$ cat src/rtl/uart_rx_pkg.sv
// Shared constants, FSM state encodings and parity helper for the 16x-oversampled UART receiver.
package uart_rx_pkg;

   localparam int OVERSAMPLE = 16;
   localparam int MID_SAMPLE = 7;
   localparam int W_BITCNT   = 3;
   localparam int W_STATE    = 3;

   typedef logic [W_STATE-1:0] state_t;

   localparam state_t IDLE   = 3'd0;
   localparam state_t START  = 3'd1;
   localparam state_t DATA   = 3'd2;
   localparam state_t PARITY = 3'd3;
   localparam state_t STOP   = 3'd4;

   // Even parity holds when data bits plus parity bit XOR to zero.
   function automatic logic even_parity_ok(input logic [7:0] data, input logic par);
      return ~(^data ^ par);
   endfunction

endpackage

$ cat src/rtl/uart_baud_tick.sv
// Oversample tick divider: counts down from div-1 and emits tick at zero; clr restarts the phase.
module uart_baud_tick #(
   parameter int W_DIV = 16
) (
   input  logic             clk_sys,
   input  logic             rst_sys,
   input  logic             clr,
   input  logic [W_DIV-1:0] div,
   output logic             tick
);

   logic [W_DIV-1:0] cnt;
   logic [W_DIV-1:0] reload;

   // div of 0 behaves as 1, so both reload to zero and tick every cycle.
   assign reload = (div == '0) ? '0 : div - W_DIV'(1);
   assign tick   = (cnt == '0);

   always_ff @(posedge clk_sys) begin
      if (rst_sys || clr) begin
         cnt <= '0;
      end else if (tick) begin
         cnt <= reload;
      end else begin
         cnt <= cnt - W_DIV'(1);
      end
   end

endmodule

$ cat src/rtl/uart_rx_core.sv
// 8-bit UART receiver, 16x oversampled, valid/ready output with error pulses.
// Define UART_RX_PARITY_EN for 8E1 framing with a parity_err output; default is 8N1.
module uart_rx_core
   import uart_rx_pkg::*;
#(
   parameter int W_DIV      = 16,
   parameter int OVERSAMPLE = 16
) (
   input  logic             clk_sys,
   input  logic             rst_sys,
   input  logic             en,
   input  logic [W_DIV-1:0] div,
   input  logic             rx,
   output logic [7:0]       rx_data,
   output logic             rx_valid,
   input  logic             rx_ready,
   output logic             framing_err,
   output logic             overrun_err
`ifdef UART_RX_PARITY_EN
   , output logic           parity_err
`endif
);

   localparam int              W_OS   = $clog2(OVERSAMPLE);
   localparam logic [W_OS-1:0] OS_MID = W_OS'(MID_SAMPLE);

   logic                rx_meta;
   logic                rx_s;
   logic                rx_s_prev;
   state_t              state;
   logic [W_OS-1:0]     os;
   logic [W_BITCNT-1:0] bit_cnt;
   logic [7:0]          shreg;
   logic                tick;
   logic                mid;
   logic                fall;
   logic                clr_div;
   logic                byte_done;
   logic                frame_bad;
`ifdef UART_RX_PARITY_EN
   logic                par_bit;
   logic                par_bad;
`endif

   always_ff @(posedge clk_sys) begin
      // NOTE: sequential state always uses <= so every flop samples pre-edge values.
      if (rst_sys) begin
         rx_meta   <= 1'b1;
         rx_s      <= 1'b1;
         rx_s_prev <= 1'b1;
      end else begin
         rx_meta   <= rx;
         rx_s      <= rx_meta;
         rx_s_prev <= rx_s;
      end
   end

   assign fall    = rx_s_prev & ~rx_s;
   assign mid     = tick & (os == OS_MID);
   assign clr_div = ~en | ((state == IDLE) & fall);

   uart_baud_tick #(.W_DIV(W_DIV)) u_baud_tick (
      .clk_sys (clk_sys),
      .rst_sys (rst_sys),
      .clr     (clr_div),
      .div     (div),
      .tick    (tick)
   );

   always_ff @(posedge clk_sys) begin
      if (rst_sys || !en) begin
         state   <= IDLE;
         os      <= '0;
         bit_cnt <= '0;
      end else begin
         if (tick) os <= os + W_OS'(1);
         case (state)
            IDLE: begin
               if (fall) begin
                  state <= START;
                  os    <= '0;
               end
            end
            START: begin
               if (mid) begin
                  if (rx_s) begin
                     state <= IDLE;
                  end else begin
                     state   <= DATA;
                     bit_cnt <= '0;
                  end
               end
            end
            DATA: begin
               if (mid) begin
                  if (bit_cnt == {W_BITCNT{1'b1}}) begin
`ifdef UART_RX_PARITY_EN
                     state <= PARITY;
`else
                     state <= STOP;
`endif
                  end else begin
                     bit_cnt <= bit_cnt + W_BITCNT'(1);
                  end
               end
            end
            PARITY: begin
               if (mid) state <= STOP;
            end
            STOP: begin
               if (mid) state <= IDLE;
            end
            default: state <= IDLE;
         endcase
      end
   end

   // NOTE: the shift register has no reset; every bit is overwritten before a byte can complete.
   always_ff @(posedge clk_sys) begin
      if (state == DATA && mid) shreg <= {rx_s, shreg[7:1]};
`ifdef UART_RX_PARITY_EN
      if (state == PARITY && mid) par_bit <= rx_s;
`endif
   end

   always_comb begin
      // NOTE: defaults first so no path through this block infers a latch.
      byte_done = 1'b0;
      frame_bad = 1'b0;
`ifdef UART_RX_PARITY_EN
      par_bad   = 1'b0;
`endif
      if (en && state == STOP && mid) begin
         if (!rx_s) begin
            frame_bad = 1'b1;
         end else begin
            byte_done = 1'b1;
`ifdef UART_RX_PARITY_EN
            if (!even_parity_ok(shreg, par_bit)) begin
               byte_done = 1'b0;
               par_bad   = 1'b1;
            end
`endif
         end
      end
   end

   always_ff @(posedge clk_sys) begin
      if (rst_sys) begin
         rx_data     <= '0;
         rx_valid    <= 1'b0;
         framing_err <= 1'b0;
         overrun_err <= 1'b0;
`ifdef UART_RX_PARITY_EN
         parity_err  <= 1'b0;
`endif
      end else begin
         framing_err <= frame_bad;
         overrun_err <= byte_done & rx_valid & ~rx_ready;
`ifdef UART_RX_PARITY_EN
         parity_err  <= par_bad;
`endif
         // A byte may land in the same cycle the held one is consumed.
         if (byte_done && (!rx_valid || rx_ready)) begin
            rx_data  <= shreg;
            rx_valid <= 1'b1;
         end else if (rx_valid && rx_ready) begin
            rx_valid <= 1'b0;
         end
      end
   end

endmodule
$ cat config.mk
export PLATFORM = sky130hd
export DESIGN_NAME = uart_rx_core
export DESIGN_NICKNAME = d
export VERILOG_FILES = /design/src/rtl/uart_rx_pkg.sv /design/src/rtl/uart_baud_tick.sv /design/src/rtl/uart_rx_core.sv
export SDC_FILE = /design/constraint.sdc
export NUM_CORES = 1
export LEC_CHECK = 0
export ABC_AREA = 1
export ABC_CLOCK_PERIOD_IN_PS = 2510
export CAP_MARGIN = 10
export CORE_ASPECT_RATIO = 0.75
export CORE_MARGIN = 5
export CORE_UTILIZATION = 56
export CTS_CLUSTER_SIZE = 8
export DETAILED_ROUTE_END_ITERATION = 10
export PLACE_DENSITY = 0.87
export SLEW_MARGIN = 20
export SYNTH_ARGS = -nofsm -noshare
export SYNTH_HDL_FRONTEND = slang
export SYNTH_SLANG_ARGS = --single-unit
$ cat constraint.sdc
create_clock -name clk_sys -period 2.51 [get_ports clk_sys]
set_input_delay 0.753 -clock clk_sys [delete_from_list [all_inputs] [get_ports clk_sys]]
set_output_delay 0.753 -clock clk_sys [all_outputs]
set_load 0.01 [all_outputs]
==> metrics.yaml, run 1 <==
run_status:
  status: "completed"
logic_synthesis:
  syn_area_per_cell_um2: 6.93
  yosys-top-cells-area: "dfxtp_1 28%, nand2_1 11%, edfxtp_1 8.4%"
  yosysSeqAreaShare: 0.363
  yosys_most_used_dff: "dfxtp_1"
  synthTopCellsByCount: "83 x nand2_1, 61 x inv_1, 61 x nor2_1, 40 x dfxtp_1, 30 x nand3_1"
  synth.most_common_cell: "nand2_1"
  netlist_area_um2: 2870
  synth_seq_cells: 48
  ys_warn_count: 0
  syn-num-nets: 441
  synth_edf_count: 8
  yosysTopAreaCellShare: 0.279
  async_reset_ff_frac: 0
  syn-instance-count: 414
  yosysTopAreaCell: "dfxtp_1"
  synthDistinctLibCells: 36
timing:
  clock_skew_ns: 0.00892
  hold_viol: 0
  tns_ns: 0
  worst_pin_slew_ns: 0.483
  setup_viol: 0
  rsz0062_at_grt: "false"
  fmax_mhz: 463
  slew_viol_final: 0
  max-slew-margin-rel: 0.678
  post-route-period-util: 0.861
  fin_crit_ns: 2.16
routing:
  drc: 0
  drt-initial-drc-count: 238
  wl_per_cell_um: 12.9
  via_per_inst: 5.38
  via_count: 2746
  routed_wl_mm: 6.60
  drtPass1Iterations: 5
  ant_nets: 0
critical_path:
  path_max_fanout: 16
  slowest_stage: "clkdlybuf4s50_1"
  arrival_ns: 2.36
  start_kind: "input port"
  cp_cell_sequence: "clkdlybuf4s50_1 > inv_1 > ha_1 > nand2_1 > nor2_1 > nand3_2 > nand4_1 > a21oi_1"
  reg2reg_depth: 6
  cp_num_cells: 8
  cp.required_ns: 2.71
  worstSetupPathType: "in2reg"
  cp.buffers_inverters: 2
  cp_top_family: "simple AND/OR/NAND/NOR gates"
  slowest_delay_ns: 0.43
  reg2reg_from: "os[0]"
  critical_path.startpoint: "div[0]"
  end_kind: "flop"
cells_and_area:
  instances_no_fill: 510
  final_nets: 476
  final_area_um2: 3350
  drive_above_1_share: 0.104
  area_delta_synth_final_pct: 16.9
  diodes: 0
global_route:
  grtUsageMet2: 0.317
  met3_usage: 0.0373
  grt_pass1_wl_mm: 11.1
  grtUsageTotal: 0.203
  met1_usage: 0.290
  grt_pass1_vias: 2510
  grt_max_degree: 19
  grt.busiest_layer: "met2"
  antenna_found_initial: 0
  grt_overflow: 0
floorplanning:
  ios: 32
  die_w_um: 92.6
  dieArea_um2: 6670
  die_height_um: 72.0
  core_region_area_um2: 4930
  start_util: 0.582
  rows: 22
placement:
  gp_congestion: 0.903
  place.detailed.hpwl_mm: 5.13
  port_buffers: 31
  place_area_um2: 3240
  placedCellCount: 502
hold_path:
  hp-class: "reg2reg"
  hp-start: "rx_meta"
  hold_path_depth: 1
clock_network:
  clkLatencyLatePin_ns: 0.30
  numCtsBuffers: 5
  cts_setup_buffers: 0
  cts_resized: 0
  clock-sinks: 48
  cts_tree: "built"
  clk_pin_slew_worst_paths_ns: 0.09
  cts_root_buf: "clkbuf_8"
  cts_hold_repair.buffers: 0
  htree_num_levels: 2
  cts_buffer_depth: 2
power_and_ir_drop:
  p_leak_nw: 1.47
  ir_worst_vdd_uv: 693
  power_density_nw_per_um2: 1090
job:
  maxCapViolCount: 0
-- layout by cell type (no fill, tap or decap), types with 2 or more instances in the layout --
master            n
nand2_1          83
inv_1            61
nor2_1           61
dfxtp_1          40
clkdlybuf4s50_1  31
nand3_1          30
a21oi_1          22
nand4_1          20
nor2_4            9
xor2_1            8
edfxtp_1          8
inv_2             7
nor2_2            7
o21ai_1           7
o21ai_0           6
ha_1              6
nor3_1            5
xnor2_1           5
clkbuf_8          5
or2_2             4
nand3_2           3
nand3b_1          3
buf_4             3
clkinv_1          2
-- sequential cells by signal, summed over array words and instances, names as in the netlist, 3 cells and up --
signal           cells
os                   4
state                3
rx_data              8
u_baud_tick.cnt     16
shreg                8
bit_cnt              3
-- path summary, 6_finish.rpt --
kind                         endpoint  slack (ns)
setup / recovery  u_baud_tick.cnt[12]        0.35
hold / removal                   rx_s        0.41
setup reg to reg             shreg[7]        0.68
hold reg to reg                  rx_s        0.41
-- layout make-up --
type                            count  area [um2]
Fill cell                         395        1570
Tap cell                           60        75.1
Timing Repair Buffer               34         333
Inverter                           70         263
Clock buffer                        5        68.8
Clock inverter                      3        42.5
Multi-Input combinational cell    290        1530
Sequential cell                    48        1040
-- worst register-to-register path: stages (launching register included) --
cell,delay (ns)
dfxtp_1,0.39
ha_1,0.21
inv_2,0.05
nor3_2,0.39
nand3_2,0.19
nor2_1,0.12
buf_4,0.18
-- cells by family (layout without fill, tap and decap cells) --
group           Yosys count  after routing  synth area share
simple gates            232            232             0.397
buf+inv                  76            112             0.103
flops                    48             48             0.363
compound gates           39             39            0.0711
xor+xnor                 13             13            0.0397
fa+ha+maj                 6              6            0.0262
-- metal layers --
metal  share of wire  routed length (um)
met3           0.068                 447
met2            0.46                3030
met1            0.46                3050
met4           0.011                  73
met5               0                   0
-- stage by stage --
step	setup slack (ns)	utilization	power (mW)	hold slack, ns
after floorplan	0.698	-	2.69	0.389
after global placement	0.123	0.658	2.98	0.398
after detailed placement	0.0522	0.658	3.05	0.397
after CTS	0.370	0.681	3.63	0.417
after global routing	0.194	0.681	3.93	0.438
final	0.348	0.681	3.65	0.413
-- power breakdown --
part	total, mW	switching [mW]	internal [mW]	leakage [nW]
combinational	2.06	1.33	0.725	1.02
clock	0.554	0.259	0.295	0.0541
sequential	1.04	0.142	0.897	0.397
total	3.65	1.74	1.92	1.47
No activity file was read; power rests on OpenSTA's default activity.
==> run 2: changes to the inputs <==
Settings changed: GPL_TIMING_DRIVEN set to 0.
==> run 2 against run 1 <==
  * Hold slack improved by 0.0053 ns
  * Maximum frequency fell by 6.7%
  * Register-to-register slack got worse by 0.31 ns
  * Sequential power barely moved
  * Sequential cell count did not move
  * Sequential share of layout area fell by 0.10 points
  * Utilization rose by 0.23 points
  * Highest routed layer unchanged
==> metrics.yaml, run 2 (synthesis results as in run 1) <==
critical_path:
  worstSetupPathType: "in2reg"
  cp.required_ns: 2.74  # +0.03 ns
  ff2ff_setup_slack_ns: 0.37  # -0.31 ns
  reg2reg_depth: 5  # -1
  reg2reg_from: "os[0]"
  path_max_fanout: 10  # -6
  critical_path.startpoint: "div[0]"
  end_kind: "flop"
  endpoint: "u_baud_tick.cnt[11]"
  arrival_ns: 2.55  # +0.19 ns
  start_kind: "input port"
  worstReg2RegEnd: "shreg[7]"
cells_and_area:
  final_common_cell: "nand2_1"
  final_area_um2: 3360  # +0.34%
  area_delta_synth_final_pct: 17.3
  instances_no_fill: 513  # +0.59%
  largestRegisters: "u_baud_tick.cnt (16), rx_data (8), shreg (8)"
  top_register: "u_baud_tick.cnt"
  drive_above_1_share: 0.106  # +0.00152
  fin_util: 0.683  # +0.00229
  layout_common_cells: "83 x nand2_1, 61 x inv_1, 61 x nor2_1"
  largest_reg_flops: 16  # unchanged
  diodes: 0  # unchanged
  final_nets: 479  # +0.63%
routing:
  ant_nets: 0  # unchanged
  drt-initial-drc-count: 210  # -12%
  drc: 0  # unchanged
  wl_per_cell_um: 12.4  # -4.6%
  drtPass1Iterations: 5  # unchanged
  via_count: 2723  # -0.84%
  routed_wl_mm: 6.34  # -4.0%
  via_per_inst: 5.31  # -1.4%
floorplanning:
  die_height_um: 72.0  # unchanged
  rows: 22  # unchanged
  core_region_area_um2: 4930  # unchanged
  ios: 32  # unchanged
  dieArea_um2: 6670  # unchanged
  start_util: 0.582  # unchanged
  die_w_um: 92.6  # unchanged
timing:
  slew_viol_final: 0  # unchanged
  rsz0062_at_grt: "false"
  fmax_mhz: 432  # -6.7%
  worst_pin_slew_ns: 0.636  # +0.153 ns
  fin_crit_ns: 2.32  # +0.156 ns
  max-slew-margin-rel: 0.575  # -0.103
  post-route-period-util: 0.923  # +0.0620
  setup_viol: 0  # unchanged
  timing.final.ws_setup_ns: 0.193  # -0.156 ns
  hold_viol: 0  # unchanged
  clock_skew_ns: 0.00551  # -0.00341 ns
placement:
  port_buffers: 31  # unchanged
  gp_congestion: 0.895  # -0.88%
  place.detailed.hpwl_mm: 5.08  # -1.0%
  placedCellCount: 505  # +0.60%
  pre_cts_ws_ns: -0.0781  # -0.130 ns
  place_area_um2: 3250  # +0.35%
run_status:
  status: "completed"
global_route:
  grtUsageTotal: 0.200  # -0.00386
  grt_overflow: 0  # unchanged
  antenna_found_initial: 0  # unchanged
  grt_pass1_wl_mm: 10.9  # -1.7%
  grt_pass1_vias: 2515  # +0.20%
  grt_max_degree: 16  # -3
clock_network:
  cts_root_buf: "clkbuf_8"
  htree_num_levels: 2  # unchanged
  cts_hold_repair.buffers: 0  # unchanged
  numCtsBuffers: 5  # unchanged
  cts_setup_buffers: 0  # unchanged
  cts_tree: "built"
  cts_resized: 0  # unchanged
  clkLatencyLatePin_ns: 0.30  # about the same
  clk_pin_slew_worst_paths_ns: 0.09  # about the same
  cts_buffer_depth: 2  # unchanged
  clock-sinks: 48  # unchanged
power_and_ir_drop:
  power_density_nw_per_um2: 1110  # +1.7%
  fin_total_pwr_mw: 3.73  # +2.0%
  ir_worst_vdd_uv: 793  # +14%
  p_leak_nw: 1.47  # about the same
hold_path:
  hp-class: "reg2reg"
job:
  maxCapViolCount: 0  # unchanged
==> run 2: worst min-delay path by stage <==
| stage | slack, ns | startpoint | to | cells past startpoint |
|---|---|---|---|---|
| 2_1_floorplan | 0.39 | rx_meta | rx_s | 1 |
| 3_3_place_gp | 0.40 | rx_meta | rx_s | 1 |
| 3_5_place_dp | 0.40 | rx_meta | rx_s | 1 |
| 4_1_cts | 0.42 | rx_meta | rx_s | 1 |
| 5_1_grt | 0.43 | rx_meta | rx_s | 1 |
| 6_report | 0.42 | rx_meta | rx_s | 1 |
==> run 2: final cells by class <==
| type | count | area (um2) |
|---|---|---|
| fillers | 400 | 1560 |
| inverters | 70 | 263 |
| plain buffers | 6 | 33.8 |
| clock inverters | 3 | 42.5 |
| well taps | 60 | 75.1 |
| clock buffers | 5 | 68.8 |
| repair buffers | 31 | 310 |
| flip-flops and latches | 48 | 1040 |
| multi-input cells | 290 | 1530 |
==> run 2: per-stage QoR <==
step | setup TNS (ns) | hold slack (ns)
global route | 0 | 0.433
floorplan | 0 | 0.389
finish | 0 | 0.419
detailed placement | -0.107 | 0.401
global placement | -0.0149 | 0.399
CTS | 0 | 0.421
==> run 2: power breakdown <==
part / switching, mW / total, mW / internal, mW / leakage, nW
Sequential: 0.129 / 1.03 / 0.897 / 0.397
Clock: 0.261 / 0.556 / 0.295 / 0.0541
Combinational: 1.37 / 2.14 / 0.778 / 1.02
==> run 2: critical path, stage by stage <==
cell and delay, ns:
clkdlybuf4s50_1 0.49, inv_1 0.08, ha_1 0.22, nand2_1 0.18, nor2_1 0.10, nand3_2 0.15, buf_2 0.24, nand4_1 0.18
a21oi_1 0.18
==> run 2: layer usage <==
metal  part of all wire  global-route usage  up-vias
li1                   -                   -     1399
met1               0.49               0.281     1238
met2               0.44               0.307       77
met3              0.064              0.0425        9
met4              0.011              0.0650        0
met5                  0                   0        -
==> run 3: changes to the inputs <==
Settings changed: CORE_UTILIZATION 56 to 57, PLACE_DENSITY 0.87 to 0.89, SYNTH_HIERARCHICAL set to 1.
==> run 3 against run 2 <==
  * Highest routed layer unchanged
  * Critical path depth shrank 4
  * Sequential share of layout area shrank 0.49 points
  * Largest power group unchanged
  * Clock power grew 2%
  * Clock-buffer cell count is the same
  * Global-route usage shrank 0.55 points
==> metrics.yaml, run 3 <==
logic_synthesis:
  synth_seq_cells: 48  # unchanged
  syn-num-nets: 432  # -2.0%
  synthXorXnorAreaFrac: 0.0451  # +0.00540
  synth.most_common_cell: "nand2_1"
  synth_top_family_by_area: "simple AND/OR/NAND/NOR gates"
  synthAdderAreaFrac: 0.0258  # -0.000405
  syn-instance-count: 405  # -2.2%
  synth_edf_count: 8  # unchanged
  yosysTopAreaCell: "dfxtp_1"
  synth.mux.area_fraction: 0.00344  # +0.00344
  yosys_most_used_dff: "dfxtp_1"
  async_reset_ff_frac: 0  # unchanged
  yosysTopAreaCellShare: 0.275  # -0.00432
  yosysSeqAreaShare: 0.357  # -0.00561
  synth_compound_gate_area_share: 0.0610  # -0.0101
  synthDistinctLibCells: 32  # -11%
  synth-simple-area-share: 0.418  # +0.0218
  yosys-top-cells-area: "dfxtp_1 27%, nand2_1 11%, edfxtp_1 8.2%"
  syn_area_per_cell_um2: 7.19  # +3.8%
  synthTopCellsByCount: "87 x nand2_1, 63 x nor2_1, 52 x inv_1, 40 x dfxtp_1, 37 x nand3_1"
  ys_warn_count: 6  # +6
  netlist_area_um2: 2910  # +1.6%
critical_path:
  slowest_stage: "clkbuf_1"
  path_max_fanout: 10  # unchanged
  reg2reg_from: "u_baud_tick/cnt[0]"
  worstSetupPathType: "in2reg"
  cp_common_cell: "clkbuf_1"
  critical_path.startpoint: "rst_sys"
  start_kind: "input port"
  end_kind: "flop"
  cp_num_cells: 5  # -4
  cp_cell_sequence: "clkdlybuf4s50_1 > or2_1 > clkbuf_1 > clkbuf_1 > a21oi_1"
  cp.required_ns: 2.67  # -0.07 ns
  ff2ff_setup_slack_ns: 0.29  # -0.08 ns
  worstReg2RegEnd: "bit_cnt[1]"
  endpoint: "u_baud_tick/cnt[10]"
  slowest_delay_ns: 0.59  # +0.10 ns
  cp.buffers_inverters: 3  # unchanged
  reg2reg_depth: 10  # +5
  cp_top_family: "buffers and inverters"
  arrival_ns: 2.46  # -0.09 ns
floorplanning:
  die_w_um: 92.5  # about the same
  die_height_um: 71.9  # about the same
  rows: 22  # unchanged
  dieArea_um2: 6650  # -0.18%
  start_util: 0.591  # +0.00914
  core_region_area_um2: 4930  # unchanged
  ios: 32  # unchanged
cells_and_area:
  final_nets: 470  # -1.9%
  largest_reg_flops: 16  # unchanged
  largestRegisters: "u_baud_tick/cnt (16), rx_data (8), shreg (8)"
  area_delta_synth_final_pct: 17.4  # about the same
  instances_no_fill: 504  # -1.8%
  drive_above_1_share: 0.133  # +0.0269
  final_common_cell: "nand2_1"
  diodes: 0  # unchanged
  layout_common_cells: "87 x nand2_1, 63 x nor2_1, 52 x inv_1"
  top_register: "u_baud_tick/cnt"
clock_network:
  cts_buffer_depth: 2  # unchanged
  clk_pin_slew_worst_paths_ns: 0.09  # about the same
  cts_tree: "built"
  cts_root_buf: "clkbuf_8"
  htree_num_levels: 2  # unchanged
  clock-sinks: 48  # unchanged
  cts_setup_buffers: 0  # unchanged
  numCtsBuffers: 5  # unchanged
  clkLatencyLatePin_ns: 0.30  # about the same
timing:
  max-slew-margin-rel: 0.532  # -0.0425
  fin_crit_ns: 2.30  # -0.0170 ns
  slew_viol_final: 0  # unchanged
  post-route-period-util: 0.916  # -0.00677
  rsz0062_at_grt: "false"
  fmax_mhz: 435  # +0.74%
  holdWs_ns: 0.429  # +0.0106 ns
  setup_viol: 0  # unchanged
  worst_pin_slew_ns: 0.702  # +0.0660 ns
  clock_skew_ns: 0.00817  # +0.00265 ns
  hold_viol: 0  # unchanged
hold_path:
  hp-start: "rx_meta"
  hp-class: "reg2reg"
placement:
  port_buffers: 31  # unchanged
  place.detailed.hpwl_mm: 4.84  # -4.8%
  placedCellCount: 496  # -1.8%
  gp_congestion: 0.892  # -0.26%
global_route:
  grt_pass1_vias: 2356  # -6.3%
  grt_max_degree: 17  # +1
  grt_pass1_wl_mm: 10.4  # -4.4%
  antenna_found_initial: 0  # unchanged
  grt_overflow: 0  # unchanged
  grtUsageTotal: 0.194  # -0.00546
routing:
  drt-initial-drc-count: 275  # +31%
  wl_per_cell_um: 12.6  # +1.9%
  drc: 0  # unchanged
  drtPass1Iterations: 6  # +1
  ant_nets: 0  # unchanged
  via_per_inst: 5.34  # +0.51%
  via_count: 2689  # -1.2%
  routed_wl_mm: 6.35  # +0.16%
power_and_ir_drop:
  power_density_nw_per_um2: 888  # -20%
  ir_worst_vdd_uv: 349  # -56%
  p_leak_nw: 1.48  # +1.1%
job:
  maxCapViolCount: 0  # unchanged
run_status:
  status: "completed"
==> run 3: final cells by class <==
type	count	area [um2]
Tap cell	60	75.1
Timing Repair Buffer	31	310
Clock inverter	3	46.3
Buffer	4	41.3
Clock buffer	5	68.8
Fill cell	379	1510
Sequential cell	48	1040
Multi-Input combinational cell	295	1620
Inverter	58	218
==> run 3: report_power, final <==
part	internal, mW	total [mW]	switching, mW
clock	0.300	0.566	0.266
sequential	0.853	0.917	0.0636
combinational	0.559	1.55	0.994
total	1.71	3.04	1.32
==> run 3: cell families after synthesis <==
kind of cell               after synthesis
AOI/OAI and AO/OA                       28
DFF                                     48
and+or+nand+nor                        245
xor gates and xnor gates                15
adders and majority gates                6
muxes                                    1
buffers and inverters                   62
==> run 3: worst reg2reg max path, stage by stage, from the launching register on <==
cell,delay (ns)
dfxtp_1,0.31
inv_1,0.14
ha_1,0.20
nand3_1,0.08
nor2_1,0.10
nand3b_1,0.20
inv_1,0.30
nand4_4,0.23
nor2_4,0.32
nand3_1,0.12
a21oi_1,0.14
==> run 3: what timing repair did <==
item	4_1_cts	5_1_grt
gates resized for setup	0	1
endpoints found under the setup margin	0	11
hold endpoints to repair	0	0
hold buffers	0	0
==> run 3: how the worst min path moves through the flow <==
stage | end | slack [ns] | cells after the start
floorplan | rx_s | 0.39 | 1
global placement | rx_s | 0.40 | 1
detailed placement | rx_s | 0.41 | 1
CTS | rx_s | 0.43 | 1
global route | rx_s | 0.46 | 1
finish | rx_s | 0.43 | 1
==> run 3: through the flow <==
step / cell area (um2) / util / power [mW] / TNS, ns / worst slack (ns)
2_1_floorplan: 2910 / - / 2.14 / 0 / 0.557
3_3_place_gp: 3300 / 0.669 / 2.39 / -0.209 / -0.0582
3_5_place_dp: 3300 / 0.669 / 2.44 / -0.188 / -0.0499
4_1_cts: 3410 / 0.693 / 3.02 / 0 / 0.113
5_1_grt: 3420 / 0.694 / 3.24 / 0 / 0.102
6_report: 3420 / 0.694 / 3.04 / 0 / 0.210
==> run 3: per-layer routing <==
| layer | global-route usage | share of wire | vias to the layer above |
|---|---|---|---|
| met4 | 0.0445 | 0.014 | 0 |
| met5 | 0 | 0 | - |
| li1 | - | - | 1372 |
| met1 | 0.269 | 0.49 | 1229 |
| met2 | 0.309 | 0.44 | 77 |
| met3 | 0.0466 | 0.057 | 11 |
